[src/rtl/spi_reg_initiator_if.sv]
// Register-bank application bus between the SPI initiator and the register bank.
// master: drives the request side (spi_reg_initiator); slave: the register bank.
interface spi_reg_initiator_if #(
  parameter int ADDR_W = 3,
  parameter int REG_W  = 8
);
  logic              wr_rdn;
  logic [ADDR_W-1:0] addr;
  logic [REG_W-1:0]  wdata;
  logic              we;
  logic              req;
  logic [REG_W-1:0]  rdata;
  logic              ack;
  logic              err;

  modport master (output wr_rdn, addr, wdata, we, req, input rdata, ack, err);
  modport slave  (input wr_rdn, addr, wdata, we, req, output rdata, ack, err);
endinterface

[src/rtl/spi_reg_initiator.sv]
// SPI mode-0 target that turns 2-byte frames {rw,a[6:0]},{data} into single
// register-bank transactions. SPI pins are oversampled through 2-flop
// synchronizers; f_clk must be >= 16x f_sclk.
// Optional macro SPI_STATUS_BYTE_EN: byte0 on MISO returns sticky
// {err_seen, timeout_seen, 6'b0}, cleared once byte0 has been shifted out.
module spi_reg_initiator #(
  parameter int ADDR_W  = 3,
  parameter int REG_W   = 8,
  parameter int TIMEOUT = 4
) (
  input  logic                clk,
  input  logic                rstb,
  input  logic                ena,
  input  logic                spi_cs_n,
  input  logic                spi_sclk,
  input  logic                spi_mosi,
  output logic                spi_miso,
  output logic                spi_miso_oe,
  spi_reg_initiator_if.master bus
);

  localparam int TO_W = $clog2(TIMEOUT + 1);

  typedef enum logic [2:0] {IDLE, CMD, RD_REQ, DATA, WR_REQ, WAIT_CS} state_e;

  state_e            state_q, state_d;
  logic [1:0]        cs_sync_q, cs_sync_d;
  logic [1:0]        sclk_sync_q, sclk_sync_d;
  logic [1:0]        mosi_sync_q, mosi_sync_d;
  logic              sclk_prev_q, sclk_prev_d;
  logic [4:0]        bit_cnt_q, bit_cnt_d;
  logic [REG_W-1:0]  rx_q, rx_d;
  logic [REG_W-1:0]  tx_q, tx_d;
  logic              miso_q, miso_d;
  logic              rw_q, rw_d;
  logic [ADDR_W-1:0] addr_q, addr_d;
  logic [REG_W-1:0]  wdata_q, wdata_d;
  logic [TO_W-1:0]   to_cnt_q, to_cnt_d;
  logic              fall8_q, fall8_d;
`ifdef SPI_STATUS_BYTE_EN
  logic              err_seen_q, err_seen_d;
  logic              timeout_seen_q, timeout_seen_d;
`endif

  logic             cs_s, sclk_s, mosi_s, rise, fall;
  logic             in_req, to_hit, req_done;
  logic [REG_W-1:0] rx_next, tx_sh, ld_data;

  assign cs_s    = cs_sync_q[1];
  assign sclk_s  = sclk_sync_q[1];
  assign mosi_s  = mosi_sync_q[1];
  assign rise    = sclk_s & ~sclk_prev_q;
  assign fall    = ~sclk_s & sclk_prev_q;
  assign in_req  = (state_q == RD_REQ) || (state_q == WR_REQ);
  // The TIMEOUT-th request cycle is the last; ack in that cycle still wins.
  assign to_hit  = (to_cnt_q == TO_W'(TIMEOUT - 1));
  assign req_done = in_req & (bus.ack | to_hit);
  assign rx_next = {rx_q[REG_W-2:0], mosi_s};
  assign tx_sh   = {tx_q[REG_W-2:0], 1'b0};
  assign ld_data = (bus.ack & ~bus.err) ? bus.rdata : {REG_W{1'b1}};

  // Synchronizer and edge-detect next values
  always_comb begin
    cs_sync_d   = {cs_sync_q[0], spi_cs_n};
    sclk_sync_d = {sclk_sync_q[0], spi_sclk};
    mosi_sync_d = {mosi_sync_q[0], spi_mosi};
    sclk_prev_d = sclk_s;
  end

  // Synchronizer flops; cs_n resets inactive so MISO stays disabled
  always_ff @(posedge clk or negedge rstb) begin
    if (!rstb) begin
      cs_sync_q   <= 2'b11;
      sclk_sync_q <= 2'b00;
      mosi_sync_q <= 2'b00;
      sclk_prev_q <= 1'b0;
    end else begin
      cs_sync_q   <= cs_sync_d;
      sclk_sync_q <= sclk_sync_d;
      mosi_sync_q <= mosi_sync_d;
      sclk_prev_q <= sclk_prev_d;
    end
  end

  // FSM state register
  always_ff @(posedge clk or negedge rstb) begin
    if (!rstb) state_q <= IDLE;
    else       state_q <= state_d;
  end

  // FSM next state; cs_n rising aborts shifting but never an issued request
  always_comb begin
    state_d = state_q;
    if (!ena) begin
      state_d = IDLE;
    end else begin
      case (state_q)
        IDLE:    if (!cs_s) state_d = CMD;
        CMD: begin
          if (cs_s) state_d = IDLE;
          else if (rise && bit_cnt_q == 5'd7) state_d = rx_next[REG_W-1] ? DATA : RD_REQ;
        end
        RD_REQ:  if (req_done) state_d = cs_s ? IDLE : DATA;
        DATA: begin
          if (cs_s) state_d = IDLE;
          else if (rise && bit_cnt_q == 5'd15) state_d = rw_q ? WR_REQ : WAIT_CS;
        end
        WR_REQ:  if (req_done) state_d = cs_s ? IDLE : WAIT_CS;
        WAIT_CS: if (cs_s) state_d = IDLE;
        default: state_d = IDLE;
      endcase
    end
  end

  // FSM outputs; req/we gated by ena so they drop in the same cycle
  always_comb begin
    bus.req     = ena & in_req;
    bus.wr_rdn  = ena & (state_q == WR_REQ);
    bus.we      = bus.req & bus.wr_rdn;
    bus.addr    = addr_q;
    bus.wdata   = wdata_q;
    spi_miso    = miso_q;
    spi_miso_oe = ~cs_s;
  end

  // Datapath: shift registers, bit/timeout counters, MISO, latched fields
  always_comb begin
    bit_cnt_d = bit_cnt_q;
    rx_d      = rx_q;
    tx_d      = tx_q;
    miso_d    = miso_q;
    rw_d      = rw_q;
    addr_d    = addr_q;
    wdata_d   = wdata_q;
    to_cnt_d  = to_cnt_q;
    fall8_d   = fall8_q;
`ifdef SPI_STATUS_BYTE_EN
    err_seen_d     = err_seen_q;
    timeout_seen_d = timeout_seen_q;
`endif
    if (!ena) begin
      bit_cnt_d = '0;
      rx_d      = '0;
      tx_d      = '0;
      miso_d    = 1'b0;
      rw_d      = 1'b0;
      addr_d    = '0;
      wdata_d   = '0;
      to_cnt_d  = '0;
      fall8_d   = 1'b0;
    end else begin
      case (state_q)
        IDLE: begin
          bit_cnt_d = '0;
          rx_d      = '0;
          to_cnt_d  = '0;
          fall8_d   = 1'b0;
          tx_d      = '0;
          miso_d    = 1'b0;
`ifdef SPI_STATUS_BYTE_EN
          // First status bit must be on MISO before the first rising edge
          if (!cs_s) begin
            tx_d   = {err_seen_q, timeout_seen_q, {(REG_W-2){1'b0}}};
            miso_d = err_seen_q;
          end
`endif
        end
        CMD: begin
          if (rise) begin
            rx_d      = rx_next;
            bit_cnt_d = bit_cnt_q + 5'd1;
            if (bit_cnt_q == 5'd7) begin
              rw_d     = rx_next[REG_W-1];
              addr_d   = rx_next[ADDR_W-1:0];
              to_cnt_d = '0;
              tx_d     = '0;
              miso_d   = 1'b0;
`ifdef SPI_STATUS_BYTE_EN
              err_seen_d     = 1'b0;
              timeout_seen_d = 1'b0;
`endif
            end
          end else if (fall && bit_cnt_q != 5'd0) begin
            tx_d   = tx_sh;
            miso_d = tx_sh[REG_W-1];
          end
        end
        RD_REQ: begin
          to_cnt_d = to_cnt_q + TO_W'(1);
          if (fall) fall8_d = 1'b1;
          if (req_done) begin
            to_cnt_d = '0;
            tx_d     = ld_data;
            // 8th falling edge already passed: present bit7 right away
            if (fall8_q || fall) miso_d = ld_data[REG_W-1];
          end
        end
        DATA: begin
          if (rise) begin
            rx_d      = rx_next;
            bit_cnt_d = bit_cnt_q + 5'd1;
            if (bit_cnt_q == 5'd15) begin
              miso_d = 1'b0;
              if (rw_q) begin
                wdata_d  = rx_next;
                to_cnt_d = '0;
              end
            end
          end else if (fall) begin
            if (!fall8_q) begin
              fall8_d = 1'b1;
              miso_d  = tx_q[REG_W-1];
            end else begin
              tx_d   = tx_sh;
              miso_d = tx_sh[REG_W-1];
            end
          end
        end
        WR_REQ: begin
          to_cnt_d = to_cnt_q + TO_W'(1);
          miso_d   = 1'b0;
          if (req_done) to_cnt_d = '0;
        end
        default: miso_d = 1'b0;
      endcase
`ifdef SPI_STATUS_BYTE_EN
      if (req_done) begin
        if (bus.ack & bus.err) err_seen_d     = 1'b1;
        if (!bus.ack)          timeout_seen_d = 1'b1;
      end
`endif
    end
  end

  // Datapath registers
  always_ff @(posedge clk or negedge rstb) begin
    if (!rstb) begin
      bit_cnt_q <= '0;
      rx_q      <= '0;
      tx_q      <= '0;
      miso_q    <= 1'b0;
      rw_q      <= 1'b0;
      addr_q    <= '0;
      wdata_q   <= '0;
      to_cnt_q  <= '0;
      fall8_q   <= 1'b0;
    end else begin
      bit_cnt_q <= bit_cnt_d;
      rx_q      <= rx_d;
      tx_q      <= tx_d;
      miso_q    <= miso_d;
      rw_q      <= rw_d;
      addr_q    <= addr_d;
      wdata_q   <= wdata_d;
      to_cnt_q  <= to_cnt_d;
      fall8_q   <= fall8_d;
    end
  end

`ifdef SPI_STATUS_BYTE_EN
  // Sticky bus status flags reported in byte0
  always_ff @(posedge clk or negedge rstb) begin
    if (!rstb) begin
      err_seen_q     <= 1'b0;
      timeout_seen_q <= 1'b0;
    end else begin
      err_seen_q     <= err_seen_d;
      timeout_seen_q <= timeout_seen_d;
    end
  end
`endif

endmodule

[src/flat_wrapper.sv]
// flat-port wrapper written by rule: the top's interface ports become plain ports
module spi_reg_initiator_flat 
#(
  parameter int ADDR_W  = 3,
  parameter int REG_W   = 8,
  parameter int TIMEOUT = 4
)
  (clk, rstb, ena, spi_cs_n, spi_sclk, spi_mosi, spi_miso, spi_miso_oe, bus_wr_rdn, bus_addr, bus_wdata, bus_we, bus_req, bus_rdata, bus_ack, bus_err);
  spi_reg_initiator_if #(.ADDR_W(ADDR_W), .REG_W(REG_W)) bus_i ();
  input  logic clk;
  input  logic rstb;
  input  logic ena;
  input  logic spi_cs_n;
  input  logic spi_sclk;
  input  logic spi_mosi;
  output logic spi_miso;
  output logic spi_miso_oe;
  output wire logic [$bits(bus_i.wr_rdn)-1:0] bus_wr_rdn;
  output wire logic [$bits(bus_i.addr)-1:0] bus_addr;
  output wire logic [$bits(bus_i.wdata)-1:0] bus_wdata;
  output wire logic [$bits(bus_i.we)-1:0] bus_we;
  output wire logic [$bits(bus_i.req)-1:0] bus_req;
  input wire logic [$bits(bus_i.rdata)-1:0] bus_rdata;
  input wire logic [$bits(bus_i.ack)-1:0] bus_ack;
  input wire logic [$bits(bus_i.err)-1:0] bus_err;
  assign bus_wr_rdn = bus_i.wr_rdn;
  assign bus_addr = bus_i.addr;
  assign bus_wdata = bus_i.wdata;
  assign bus_we = bus_i.we;
  assign bus_req = bus_i.req;
  assign bus_i.rdata = bus_rdata;
  assign bus_i.ack = bus_ack;
  assign bus_i.err = bus_err;
  spi_reg_initiator #(.ADDR_W(ADDR_W), .REG_W(REG_W), .TIMEOUT(TIMEOUT)) u_core (.clk(clk), .rstb(rstb), .ena(ena), .spi_cs_n(spi_cs_n), .spi_sclk(spi_sclk), .spi_mosi(spi_mosi), .spi_miso(spi_miso), .spi_miso_oe(spi_miso_oe), .bus(bus_i));
endmodule
[config.mk]
export PLATFORM = sky130hd
export DESIGN_NAME = spi_reg_initiator_flat
export DESIGN_NICKNAME = d
export VERILOG_FILES = /design/src/rtl/spi_reg_initiator_if.sv /design/src/rtl/spi_reg_initiator.sv /design/src/flat_wrapper.sv
export SDC_FILE = /design/constraint.sdc
export NUM_CORES = 1
export LEC_CHECK = 0
export ABC_AREA = 1
export BUFFER_PORTS_ARGS = -buffer_cell sky130_fd_sc_hd__buf_2
export CAP_MARGIN = 5
export CELL_PAD_IN_SITES_DETAIL_PLACEMENT = 1
export CELL_PAD_IN_SITES_GLOBAL_PLACEMENT = 1
export CORE_MARGIN = 2
export CORE_UTILIZATION = 42
export DETAILED_ROUTE_END_ITERATION = 8
export GPL_ROUTABILITY_DRIVEN = 0
export MAX_ROUTING_LAYER = met4
export PLACE_DENSITY_LB_ADDON = 0.1
export SKIP_CTS_REPAIR_TIMING = 1
export SLEW_MARGIN = 20
export SYNTH_ARGS = -nofsm -noshare
export SYNTH_HDL_FRONTEND = slang
export SYNTH_SLANG_ARGS = --single-unit
[constraint.sdc]
create_clock -name clk -period 1.9 [get_ports clk]
set_input_delay 0.095 -clock clk [delete_from_list [all_inputs] [get_ports clk]]
set_output_delay 0.095 -clock clk [all_outputs]
set_load 0.02 [all_outputs]
# Word-level counts from Yosys, hierarchy flattened
# Cells that the tools add are included.
[word_totals] register_bits=47 inputBits=16 out_inout_bits=16 wordCells=149
[classes] addsub=2 n_eq_ne=38 mux=66 bitwise_logic=12 reduce_logical=17
[op_table] op="8-bit two-way mux" count=14
[op_table] op="3-bit two-way mux" count=21
[op_table] op="3-bit by 2-bit != test with 1-bit output, second input constant" count=12
[op_table] op="8-bit case mux with 4 select lines" count=1
[op_table] op="1-bit two-way mux" count=19
[op_table] op="3-bit case mux with 6 select lines" count=1
[op_table] op="6-bit AND reduction" count=3
[op_table] op="4-bit by 2-bit != test with 1-bit output, second input constant" count=4
[op_table] op="7-bit two-way mux" count=2
[op_table] op="7-bit case mux with 2 select lines" count=1
[op_table] op="2-bit by 1-bit != test with 1-bit output, second input constant" count=6
[op_table] op="3-bit case mux with 4 select lines" count=1
[op_table] op="5-bit two-way mux" count=2
[op_table] op="5-bit case mux with 2 select lines" count=1
[op_table] op="3-bit by 2-bit == test with 1-bit output, second input constant" count=3
[op_table] op="3-bit != test, second input constant" count=3
[op_table] op="4-bit != test, second input constant" count=2
[op_table] op="1-bit AND" count=7
[op_table] op="7-bit AND reduction" count=1
[op_table] op="3-bit == test, second input constant" count=2
[op_table] op="1-bit case mux with 3 select lines" count=2
[op_table] op="5-bit by 1-bit adder with 5-bit output, second input constant" count=1
[op_table] op="5-bit by 3-bit == test with 1-bit output, second input constant" count=1
[op_table] op="5-bit by 4-bit == test with 1-bit output, second input constant" count=1
[op_table] op="16 further kinds" count=24

# Depth between registers and ports, before layout
# Gate-level depths: netlist (run 1).
[depth] depth_word=7 ltp_mapped=10 mapped_depth_nobuf=10

# Worst setup path after synthesis (run 1)
# OpenSTA, ideal clock, no wires.
[synth_timing] path_type="register -> register" from="reg u_core.bit_cnt_q[0]" to="reg u_core.wdata_q[2], in the netlist u_core.bus.wdata[2]" setup_ps=83 arrival_time_ps=1535 required_ps=1817 slack_ps=283 stages_incl_launch_ff=10 path_buffers=1 cell_sequence="dfrtp_1 > ha_1 > nand2_1 > nor2_1 > ha_1 > nand3_1 > o21ai_2 > buf_2 > nand3_1 > o21ai_0"
[synth_via] elab_chain_cells=3
[synth_rtl] item="start, declared" line="spi_reg_initiator.sv:31" rtl="logic [4:0] bit_cnt_q, bit_cnt_d;"
[synth_rtl] item="start signal, assigned" line="spi_reg_initiator.sv:248" rtl="bit_cnt_q <= bit_cnt_d;"
[synth_rtl] item="5-bit by 4-bit == test with 1-bit output" line="spi_reg_initiator.sv:202" rtl="if (bit_cnt_q == 5'd15) begin"
[synth_rtl] item="2-bit by 1-bit != test with 1-bit output (no source line)"
[synth_rtl] item="4-bit AND reduction (no source line)"
[synth_rtl] item="end signal, assigned" line="spi_reg_initiator.sv:254" rtl="wdata_q <= wdata_d;"
[synth_rtl] item="end, declared" line="spi_reg_initiator.sv:37" rtl="logic [REG_W-1:0] wdata_q, wdata_d;"
# No other way between the ends.
# A chain may end at the register's enable or synchronous reset.

# Final worst setup path (run 1)
[layout_timing] from="reg u_core.bit_cnt_q[1]" to="reg u_core.wdata_q[2], in the netlist u_core.bus.wdata[2]"
# The elaborated chain is that of the path after synthesis.

==> flow_results.xml, run 1 <==
<?xml version="1.0" encoding="UTF-8"?>
<metrics>
  <group name="critical_path">
    <metric name="cp-start-kind" unit="">flip-flop</metric>
    <metric name="timing.critical_path.from" unit="">u_core.bit_cnt_q[1]</metric>
    <metric name="ff2ff_setup_slack" unit="ns">0.16</metric>
    <metric name="endpoint" unit="">u_core.bus.wdata[2]</metric>
    <metric name="cp_common_cell" unit="">nand3_1</metric>
    <metric name="crit-reg2reg-launch" unit="">u_core.bit_cnt_q[1]</metric>
    <metric name="timing.reg2reg.worst_path_depth" unit="">9</metric>
    <metric name="cp_cell_sequence" unit="">ha_1, nand2_1, nor2_2, ha_2, nand3_1, o21ai_2, buf_12, nand3_1, o21ai_0</metric>
    <metric name="cp_data_required_time" unit="ns">2.12</metric>
    <metric name="worst_r2r_endpoint" unit="">u_core.bus.wdata[2]</metric>
    <metric name="criticalPathCategory" unit="">reg2reg</metric>
    <metric name="path_max_fanout" unit="">16</metric>
    <metric name="number_of_buffer_and_inverter_stages_on_the_critical_path" unit="">1</metric>
    <metric name="worst_path_slowest_cell" unit="">dfrtp_1</metric>
    <metric name="timing.critical_path.slowest_cell_delay" unit="ns">0.38</metric>
    <metric name="cpLargestDelayFamily" unit="">simple AND/OR/NAND/NOR gates</metric>
    <metric name="timing.critical_path.arrival" unit="ns">1.96</metric>
    <metric name="crit_cells" unit="">9</metric>
    <metric name="end_kind" unit="">flip-flop</metric>
  </group>
  <group name="timing">
    <metric name="hold_viol" unit="">0</metric>
    <metric name="setup_repair_after_global_routing_missed_its_margin" unit="">false</metric>
    <metric name="timing.max_slew.rel_slack" unit="%">59.5</metric>
    <metric name="finalWorstPathRequiredPeriod" unit="ns">1.74</metric>
    <metric name="report.final.setup_viol" unit="">0</metric>
    <metric name="hold_ws" unit="ns">0.175</metric>
    <metric name="worst-slew-pin-transition" unit="ns">0.604</metric>
    <metric name="top_achievable_clock_speed" unit="GHz">0.574</metric>
    <metric name="fin_worst_skew" unit="ns">0.0132</metric>
    <metric name="min_period_over_period" unit="%">91.6</metric>
    <metric name="slew_viol_final" unit="">0</metric>
  </group>
  <group name="yosys">
    <metric name="mappedNetlistNets" unit="">355</metric>
    <metric name="yosysTopAreaCellShare" unit="%">45.0</metric>
    <metric name="yosys.area_share.adder" unit="%">3.50</metric>
    <metric name="main_combinational_cell_family_by_area_after_synthesis" unit="">simple AND/OR/NAND/NOR gates</metric>
    <metric name="netlist_instances" unit="">332</metric>
    <metric name="synth_area" unit="um^2">2500</metric>
    <metric name="synth.avg_cell_area" unit="um^2">7.53</metric>
    <metric name="synth_compound_area_share" unit="%">10.3</metric>
    <metric name="seq_area_frac_synth" unit="%">47.1</metric>
    <metric name="top_cell_type_by_total_area_after_synthesis" unit="">dfrtp_1</metric>
    <metric name="synth_simple_gate_area_share" unit="%">30.8</metric>
    <metric name="netlist-cell-type-count" unit="">28</metric>
    <metric name="yosysWarnings" unit="">0</metric>
    <metric name="muxShareOfSynthArea" unit="%">0</metric>
    <metric name="synth-xor-area-share" unit="%">0.350</metric>
    <metric name="synth_top_cells_by_area" unit="">dfrtp_1 (45%), nand2_1 (15%), nand3_1 (9.4%)</metric>
    <metric name="synth_seq_cells" unit="">47</metric>
  </group>
  <group name="floorplan">
    <metric name="die_width" unit="um">81.2</metric>
    <metric name="die-height" unit="um">81.2</metric>
    <metric name="floorplan.initialDensity" unit="%">42.8</metric>
    <metric name="std_cell_rows" unit="">28</metric>
    <metric name="number_of_top_level_pins" unit="">32</metric>
    <metric name="die_area" unit="um^2">6590</metric>
    <metric name="core-area" unit="um^2">5850</metric>
  </group>
  <group name="place">
    <metric name="input_output_buffers" unit="">31</metric>
    <metric name="place_hpwl" unit="um">4810</metric>
    <metric name="placed_cells" unit="">445</metric>
  </group>
  <group name="layout">
    <metric name="layout-area-overhead-vs-synth" unit="%">21.1</metric>
    <metric name="drive_above_1_share" unit="%">19.7</metric>
    <metric name="fin_nets" unit="">412</metric>
    <metric name="layout.cells.most_common" unit="">nand2_1</metric>
    <metric name="finish.utilization" unit="%">51.8</metric>
    <metric name="layoutNonFillerInstCount" unit="">465</metric>
    <metric name="diodes" unit="">0</metric>
    <metric name="top_library_cells_by_usage_in_the_layout_fill_and_taps_aside" unit="">nand2_1 (99), nand3_1 (47), dfrtp_1 (45), inv_1 (41), buf_2 (31)</metric>
    <metric name="fill_cells" unit="">749</metric>
  </group>
  <group name="route">
    <metric name="antenna_left" unit="">0</metric>
    <metric name="drt-initial-drc-count" unit="">127</metric>
    <metric name="wire_per_inst" unit="um">14.5</metric>
    <metric name="vias_per_cell" unit="">5.06</metric>
    <metric name="finalWirelength" unit="um">6750</metric>
    <metric name="detail_route.first_pass.iterations" unit="">4</metric>
    <metric name="route.detailed.drc" unit="">0</metric>
    <metric name="dr_total_vias" unit="">2353</metric>
  </group>
  <group name="clock_tree">
    <metric name="cts_clk_pin_slew_worst_paths" unit="ns">0.09</metric>
    <metric name="max-clock-path-buffers" unit="">2</metric>
    <metric name="cts-htree-levels" unit="">2</metric>
    <metric name="clkLatencyLatePin" unit="ns">0.31</metric>
    <metric name="cts_inserted_buffers" unit="">5</metric>
    <metric name="clock_sinks" unit="">47</metric>
    <metric name="cts_tree" unit="">done</metric>
    <metric name="clockRootBuffer" unit="">clkbuf_8</metric>
  </group>
  <group name="grt">
    <metric name="maximum_number_of_pins_on_one_net_before_global_route_repair" unit="">48</metric>
    <metric name="total_overflow_reported_by_the_global_router" unit="">0</metric>
    <metric name="grt_antenna_before_repair" unit="">0</metric>
    <metric name="grt_pass1_wl" unit="um">11000</metric>
    <metric name="globalRouteTotalUtil" unit="%">22.6</metric>
    <metric name="grt_pass1_vias" unit="">2274</metric>
  </group>
  <group name="hold_path">
    <metric name="timing.hold.worst.class" unit="">in2reg</metric>
  </group>
  <group name="run">
    <metric name="number_of_max_cap_violations" unit="">0</metric>
  </group>
  <group name="run_status">
    <metric name="outcome" unit="">finished, final reports clean</metric>
  </group>
  <group name="power">
    <metric name="p_leak" unit="nW">1.60</metric>
    <metric name="vdd_ir_drop_max" unit="V">0.000506</metric>
    <metric name="pwr_density_cell" unit="nW/um^2">885</metric>
  </group>
</metrics>
## synthesized netlist by cell type
cell	n
o21ai_2	2
o22ai_1	1
clkbuf_1	2
a21boi_1	1
o31ai_1	2
nand3_1	47
ha_1	7
nand2_2	1
buf_6	1
nor2b_1	1
o21ai_1	5
dfstp_2	2
nor3_1	1
inv_2	2
nand2_1	99
dfrtp_1	45
buf_1	1
nand4_1	3
o211ai_1	2
nand3b_1	1
o21ai_0	27
a21oi_1	6
xor2_1	1
buf_2	3
nor2_2	7
a31oi_1	1
inv_1	41
nor2_1	20
## final cells by class
type | instances | area (um^2) | share of cell area [%]
Tap cell | 75 | 93.8 | 3.10
Clock buffer | 7 | 76.3 | 2.52
Inverter | 43 | 161 | 5.33
Timing Repair Buffer | 57 | 373 | 12.3
Multi-Input combinational cell | 235 | 1140 | 37.6
Sequential cell | 47 | 1180 | 38.9
Clock inverter | 1 | 7.51 | 0.248
## stage by stage
step           TNS (ns)  cell area (um^2)  setup WS [ns]  power, W
5_1_grt               0              3030       0.000751   0.00285
2_1_floorplan         0              2500          0.283   0.00169
4_1_cts         -0.0168              2910        -0.0168   0.00263
3_3_place_gp          0              2830          0.177   0.00199
6_report              0              3030          0.159   0.00268
3_5_place_dp          0              2830         0.0824   0.00201
## state kept, by name (all words and copies together) (netlist names)
| register | cells |
|---|---|
| u_core.spi_miso | 1 |
| u_core.to_cnt_q | 3 |
| u_core.sclk_sync_q | 2 |
| u_core.sclk_prev_q | 1 |
| u_core.mosi_sync_q | 2 |
| u_core.bus.addr | 3 |
| u_core.bit_cnt_q | 5 |
| u_core.bus.wdata | 8 |
| u_core.tx_q | 8 |
| u_core.state_q | 3 |
| u_core.fall8_q | 1 |
| u_core.cs_sync_q | 2 |
| u_core.rw_q | 1 |
| u_core.rx_q | 7 |
## logic make-up (layout without fill, tap and decap cells)
logic type                 count (synthesis)  after routing
AOI/OAI and AO/OA                         47             47
xor gates and xnor gates                   1              1
DFF                                       47             47
buffers and inverters                     50            108
adders and majority gates                  7              7
and+or+nand+nor                          180            180
## report_power, final
group          internal, W  switching [W]
sequential         0.00108      0.0000878
combinational     0.000324       0.000570
clock             0.000261       0.000357
## routing by layer
layer | track usage (%) | up-vias | wire (um)
met5 | - | - | 0
met4 | 7.97 | 0 | 63
met3 | 3.44 | 6 | 224
met2 | 33.7 | 37 | 3070
met1 | 31.2 | 1126 | 3400
li1 | - | 1184 | -
## tightest hold or removal path: cells and delay by family
family / cells / cell delay, ns
simple gates: 4 / 0.29
buf+inv: 1 / 0.07
## worst min path at each step
stage                 start               endpoint  slack [ns]  depth (start not counted)
6_report       bus_rdata[0]         u_core.tx_q[0]        0.17                          5
5_1_grt        bus_rdata[0]         u_core.tx_q[0]        0.22                          5
4_1_cts            spi_sclk  u_core.sclk_sync_q[0]       -0.12                          1
3_5_place_dp       spi_cs_n    u_core.cs_sync_q[0]        0.20                          1
3_3_place_gp       spi_sclk  u_core.sclk_sync_q[0]        0.20                          1
2_1_floorplan          rstb    u_core.bit_cnt_q[0]       -0.20                          0
(Power assumes the default switching activity.)
==> run 2: changes to the inputs <==
GPL_ROUTABILITY_DRIVEN = not set   (was 0)
RECOVER_POWER = 50   (was not set)
==> flow_results.xml, run 2 (synthesized netlist as in run 1, its figures left out) <==
<?xml version="1.0" encoding="UTF-8"?>
<metrics>
  <group name="timing">
    <metric name="min_period_over_period" unit="%">92.1</metric>
    <metric name="slew_viol_final" unit="">0</metric>
    <metric name="fin_worst_skew" unit="ns">0.00716</metric>
    <metric name="hold_ws" unit="ns">0.197</metric>
    <metric name="top_achievable_clock_speed" unit="GHz">0.572</metric>
    <metric name="report.final.setup_viol" unit="">0</metric>
    <metric name="finalWorstPathRequiredPeriod" unit="ns">1.75</metric>
    <metric name="worst-slew-pin-transition" unit="ns">1.21</metric>
    <metric name="final.setup.tns" unit="ns">0</metric>
    <metric name="hold_viol" unit="">0</metric>
    <metric name="fin_ws" unit="ns">0.151</metric>
    <metric name="timing.max_slew.rel_slack" unit="%">19.0</metric>
  </group>
  <group name="critical_path">
    <metric name="cp-start-kind" unit="">flip-flop</metric>
    <metric name="timing.reg2reg.worst_path_depth" unit="">9</metric>
    <metric name="cp_data_required_time" unit="ns">2.12</metric>
    <metric name="path_max_fanout" unit="">16</metric>
    <metric name="end_kind" unit="">flip-flop</metric>
    <metric name="timing.critical_path.arrival" unit="ns">1.97</metric>
    <metric name="criticalPathCategory" unit="">reg2reg</metric>
  </group>
  <group name="floorplan">
    <metric name="number_of_top_level_pins" unit="">32</metric>
    <metric name="die_area" unit="um^2">6590</metric>
    <metric name="core-area" unit="um^2">5850</metric>
    <metric name="die-height" unit="um">81.2</metric>
    <metric name="floorplan.initialDensity" unit="%">42.8</metric>
    <metric name="die_width" unit="um">81.2</metric>
    <metric name="std_cell_rows" unit="">28</metric>
  </group>
  <group name="clock_tree">
    <metric name="cts_inserted_buffers" unit="">5</metric>
    <metric name="max-clock-path-buffers" unit="">2</metric>
    <metric name="clkLatencyLatePin" unit="ns">0.31</metric>
    <metric name="cts_clk_pin_slew_worst_paths" unit="ns">0.09</metric>
    <metric name="cts_tree" unit="">done</metric>
    <metric name="clockRootBuffer" unit="">clkbuf_8</metric>
    <metric name="clock_sinks" unit="">47</metric>
    <metric name="cts-htree-levels" unit="">2</metric>
  </group>
  <group name="power">
    <metric name="power.switching_fraction" unit="%">37.5</metric>
    <metric name="p_leak" unit="nW">1.58</metric>
    <metric name="report.power.total" unit="W">0.00270</metric>
    <metric name="combPwrFrac" unit="%">32.5</metric>
    <metric name="p_switching" unit="W">0.00101</metric>
    <metric name="pwr_density_cell" unit="nW/um^2">898</metric>
    <metric name="clockPowerShare" unit="%">24.2</metric>
    <metric name="cell_internal_pwr" unit="W">0.00169</metric>
    <metric name="vdd_ir_drop_max" unit="V">0.000358</metric>
    <metric name="power_frac_seq" unit="%">43.4</metric>
  </group>
  <group name="route">
    <metric name="drt-initial-drc-count" unit="">142</metric>
    <metric name="vias_per_cell" unit="">5.11</metric>
    <metric name="dr_total_vias" unit="">2355</metric>
    <metric name="wire_per_inst" unit="um">14.9</metric>
    <metric name="detail_route.first_pass.iterations" unit="">4</metric>
    <metric name="route.detailed.drc" unit="">0</metric>
    <metric name="antenna_left" unit="">0</metric>
    <metric name="finalWirelength" unit="um">6890</metric>
  </group>
  <group name="grt">
    <metric name="grt_pass1_wl" unit="um">11100</metric>
    <metric name="grt_antenna_before_repair" unit="">0</metric>
    <metric name="total_overflow_reported_by_the_global_router" unit="">0</metric>
    <metric name="grt_pass1_vias" unit="">2282</metric>
    <metric name="maximum_number_of_pins_on_one_net_before_global_route_repair" unit="">48</metric>
    <metric name="globalRouteTotalUtil" unit="%">22.8</metric>
  </group>
  <group name="layout">
    <metric name="multiInputGateArea" unit="um^2">1140</metric>
    <metric name="layout-area-overhead-vs-synth" unit="%">20.1</metric>
    <metric name="fill_cells" unit="">776</metric>
    <metric name="register_area" unit="um^2">1180</metric>
    <metric name="finish.utilization" unit="%">51.3</metric>
    <metric name="diodes" unit="">0</metric>
    <metric name="drive_above_1_share" unit="%">18.7</metric>
    <metric name="layout.cells.most_common" unit="">nand2_1</metric>
    <metric name="fin_nets" unit="">408</metric>
    <metric name="top_library_cells_by_usage_in_the_layout_fill_and_taps_aside" unit="">nand2_1 (99), nand3_1 (47), dfrtp_1 (45), inv_1 (41), buf_2 (30)</metric>
  </group>
  <group name="place">
    <metric name="gpl.final_weighted_congestion" unit="">0.877</metric>
    <metric name="place_hpwl" unit="um">5050</metric>
    <metric name="pre_cts_slack" unit="ns">0.0878</metric>
    <metric name="input_output_buffers" unit="">31</metric>
  </group>
  <group name="hold_path">
    <metric name="timing.hold.worst_path_depth" unit="">5</metric>
    <metric name="timing.hold.worst.class" unit="">in2reg</metric>
  </group>
  <group name="run_status">
    <metric name="outcome" unit="">finished, final reports clean</metric>
  </group>
  <group name="run">
    <metric name="number_of_max_cap_violations" unit="">0</metric>
  </group>
</metrics>
run 2: path summary, 6_finish.rpt:
kind	from	to	slack [ns]
worst max register to register	u_core.bit_cnt_q[0]	u_core.bus.wdata[4]	0.15
worst min register to register	u_core.sclk_sync_q[0]	u_core.sclk_sync_q[1]	0.36
min in group asynchronous	rstb	u_core.bus.addr[1]	0.65
worst min-delay path	ena	u_core.tx_q[6]	0.20
worst max-delay path	u_core.bit_cnt_q[0]	u_core.bus.wdata[4]	0.15
max in group asynchronous	rstb	u_core.spi_miso	0.52
run 2: routing by layer:
layer	GRT usage, %	up-vias	share of wire, %
li1	-	1171	-
met1	31.5	1151	49
met2	34.9	26	47
met3	3.67	7	2.4
met4	5.93	0	1.1
met5	-	-	0
run 2: final cells by class:
class | count | share of cell area (%)
clock inverter | 1 | 0.292
tap | 75 | 3.12
timing repair buffer | 53 | 11.3
sequential | 47 | 39.2
inverter | 43 | 5.37
multi-input combinational | 235 | 37.8
clock buffer | 7 | 2.87
run 2: stage by stage:
step	instances	area, um^2
4_1_cts	453	2930
5_1_grt	461	3000
2_1_floorplan	332	2500
6_report	461	3000
3_5_place_dp	445	2830
3_3_place_gp	445	2830
run 2: power groups by stage:
stage | clock (W) | combinational, W | sequential (W)
6_report | 0.000652 | 0.000876 | 0.00117
5_1_grt | 0.000708 | 0.000991 | 0.00118
4_1_cts | 0.000672 | 0.000833 | 0.00116
3_5_place_dp | 0 | 0.000825 | 0.00118
3_3_place_gp | 0 | 0.000808 | 0.00118
2_1_floorplan | 0 | 0.000513 | 0.00118
run 2: worst max-delay path, cell delays in order, from the launching register on:
cell and delay [ns]:
dfrtp_1 0.39, ha_1 0.18, nand2_1 0.11, nor2_1 0.12
ha_2 0.22, nand3_1 0.13, o21ai_2 0.21, buf_12 0.15
nand3_1 0.06, o21ai_0 0.10
==> run 3: changes to the inputs <==
CORE_UTILIZATION = 45   (was 42)
clock period = 2.1 ns   (was 1.9 ns; I/O delays follow)
==> flow_results.xml, run 3 (synthesized netlist as in run 1, its figures left out) <==
<?xml version="1.0" encoding="UTF-8"?>
<metrics>
  <group name="floorplan">
    <metric name="floorplan.initialDensity" unit="%">46.0</metric>
    <metric name="die_area" unit="um^2">6170</metric>
    <metric name="std_cell_rows" unit="">27</metric>
    <metric name="die_width" unit="um">78.6</metric>
    <metric name="number_of_top_level_pins" unit="">32</metric>
    <metric name="core-area" unit="um^2">5440</metric>
    <metric name="die-height" unit="um">78.6</metric>
  </group>
  <group name="run_status">
    <metric name="outcome" unit="">finished, final reports clean</metric>
  </group>
  <group name="timing">
    <metric name="setup_repair_after_global_routing_missed_its_margin" unit="">false</metric>
    <metric name="min_period_over_period" unit="%">91.3</metric>
    <metric name="report.final.setup_viol" unit="">0</metric>
    <metric name="top_achievable_clock_speed" unit="GHz">0.521</metric>
    <metric name="fin_worst_skew" unit="ns">0.00585</metric>
    <metric name="timing.max_slew.rel_slack" unit="%">21.6</metric>
    <metric name="slew_viol_final" unit="">0</metric>
    <metric name="finalWorstPathRequiredPeriod" unit="ns">1.92</metric>
    <metric name="hold_viol" unit="">0</metric>
    <metric name="final.setup.tns" unit="ns">0</metric>
    <metric name="worst-slew-pin-transition" unit="ns">1.18</metric>
    <metric name="hold_ws" unit="ns">0.185</metric>
  </group>
  <group name="route">
    <metric name="wire_per_inst" unit="um">14.5</metric>
    <metric name="route.detailed.drc" unit="">0</metric>
    <metric name="detail_route.first_pass.iterations" unit="">4</metric>
    <metric name="vias_per_cell" unit="">5.13</metric>
    <metric name="dr_total_vias" unit="">2314</metric>
    <metric name="finalWirelength" unit="um">6530</metric>
    <metric name="antenna_left" unit="">0</metric>
    <metric name="drt-initial-drc-count" unit="">113</metric>
  </group>
  <group name="grt">
    <metric name="globalRouteTotalUtil" unit="%">23.5</metric>
    <metric name="grt_use_met1" unit="%">32.2</metric>
    <metric name="grt_pass1_vias" unit="">2284</metric>
    <metric name="gr_util_met3" unit="%">3.68</metric>
    <metric name="total_overflow_reported_by_the_global_router" unit="">0</metric>
    <metric name="top_usage_layer" unit="">met2</metric>
    <metric name="maximum_number_of_pins_on_one_net_before_global_route_repair" unit="">48</metric>
    <metric name="grt_pass1_wl" unit="um">11100</metric>
    <metric name="grt_antenna_before_repair" unit="">0</metric>
    <metric name="gr-usage-met2" unit="%">35.7</metric>
  </group>
  <group name="critical_path">
    <metric name="crit-reg2reg-launch" unit="">u_core.sclk_prev_q</metric>
    <metric name="timing.critical_path.arrival" unit="ns">1.81</metric>
    <metric name="end_kind" unit="">primary output</metric>
    <metric name="ff2ff_setup_slack" unit="ns">0.22</metric>
    <metric name="cp-start-kind" unit="">flip-flop</metric>
    <metric name="path_max_fanout" unit="">10</metric>
    <metric name="timing.critical_path.from" unit="">u_core.state_q[2]</metric>
    <metric name="criticalPathCategory" unit="">reg2out</metric>
    <metric name="cp_data_required_time" unit="ns">2.00</metric>
  </group>
  <group name="layout">
    <metric name="layoutNonFillerInstCount" unit="">451</metric>
    <metric name="layout-area-overhead-vs-synth" unit="%">16.9</metric>
    <metric name="diodes" unit="">0</metric>
    <metric name="drive_above_1_share" unit="%">16.4</metric>
    <metric name="fill_cells" unit="">705</metric>
    <metric name="finish.utilization" unit="%">53.7</metric>
    <metric name="layout.cells.most_common" unit="">nand2_1</metric>
    <metric name="register_area" unit="um^2">1180</metric>
    <metric name="multiInputGateArea" unit="um^2">1120</metric>
    <metric name="top_library_cells_by_usage_in_the_layout_fill_and_taps_aside" unit="">nand2_1 (99), nand3_1 (47), dfrtp_1 (45), inv_1 (41), buf_2 (30)</metric>
    <metric name="fin_nets" unit="">401</metric>
  </group>
  <group name="power">
    <metric name="p_leak" unit="nW">1.54</metric>
    <metric name="report.power.total" unit="W">0.00236</metric>
    <metric name="vdd_ir_drop_max" unit="V">0.000393</metric>
    <metric name="pwr_density_cell" unit="nW/um^2">806</metric>
  </group>
  <group name="clock_tree">
    <metric name="clkLatencyLatePin" unit="ns">0.30</metric>
    <metric name="max-clock-path-buffers" unit="">2</metric>
    <metric name="cts_inserted_buffers" unit="">5</metric>
    <metric name="clockRootBuffer" unit="">clkbuf_8</metric>
    <metric name="cts_tree" unit="">done</metric>
    <metric name="cts-htree-levels" unit="">2</metric>
    <metric name="cts_clk_pin_slew_worst_paths" unit="ns">0.08</metric>
    <metric name="clock_sinks" unit="">47</metric>
  </group>
  <group name="place">
    <metric name="place_hpwl" unit="um">4820</metric>
    <metric name="input_output_buffers" unit="">31</metric>
    <metric name="placed_cells" unit="">439</metric>
    <metric name="gpl.final_weighted_congestion" unit="">0.910</metric>
  </group>
  <group name="run">
    <metric name="number_of_max_cap_violations" unit="">0</metric>
  </group>
  <group name="hold_path">
    <metric name="worstHoldStart" unit="">bus_rdata[0]</metric>
    <metric name="timing.hold.worst.class" unit="">in2reg</metric>
  </group>
</metrics>
run 3: cell count changes in the layout (fill, tap and decap cells not counted):
| cell | change |
|---|---|
| ha_1 | +1 |
| nor2_1 | +1 |
| nor2b_2 | -1 |
| nor2_4 | -1 |
| nor2b_1 | +1 |
| buf_4 | -6 |
| buf_12 | -1 |
| ha_2 | -1 |
run 3: path summary, 6_finish.rpt:
check                                        end  depth (start not counted)
max                                      bus_req                          6
min                               u_core.tx_q[0]                          5
max reg2reg                       u_core.tx_q[0]                          9
min reg2reg                u_core.sclk_sync_q[1]                          0
max in group asynchronous     u_core.to_cnt_q[1]                          3
min in group asynchronous    u_core.bus.wdata[0]                          3
run 3: through the flow:
stage                     area [um^2]  worst slack, ns
after floorplan                  2500            0.483
after global placement           2790            0.323
after detailed placement         2790            0.246
after CTS                        2890            0.163
after global routing             2920           0.0245
final                            2920            0.182
run 3: metal layers:
layer | part of all wire, % | vias to the layer above
li1 | - | 1158
met1 | 49 | 1101
met2 | 46 | 47
met3 | 3.4 | 8
met4 | 1.5 | 0
met5 | 0 | -
run 3: power by group:
group,switching [W],internal [W]
Clock,0.000307,0.000270
Sequential,0.0000794,0.000979
Combinational,0.000490,0.000231
run 3: final cells by class:
class	instances	share of cell area (%)
inverter	43	5.52
multi-input combinational	235	38.4
clock inverter	1	0.300
clock buffer	7	2.95
sequential	47	40.3
timing repair buffer	46	9.38
tap	72	3.08
run 3: worst max-delay path, cell delays in order (launching register included):
cell     delay [ns]
dfrtp_1        0.45
inv_2          0.15
nand2_1        0.13
nor2_2         0.36
nand2_1        0.14
nand2_1        0.12
buf_2          0.17
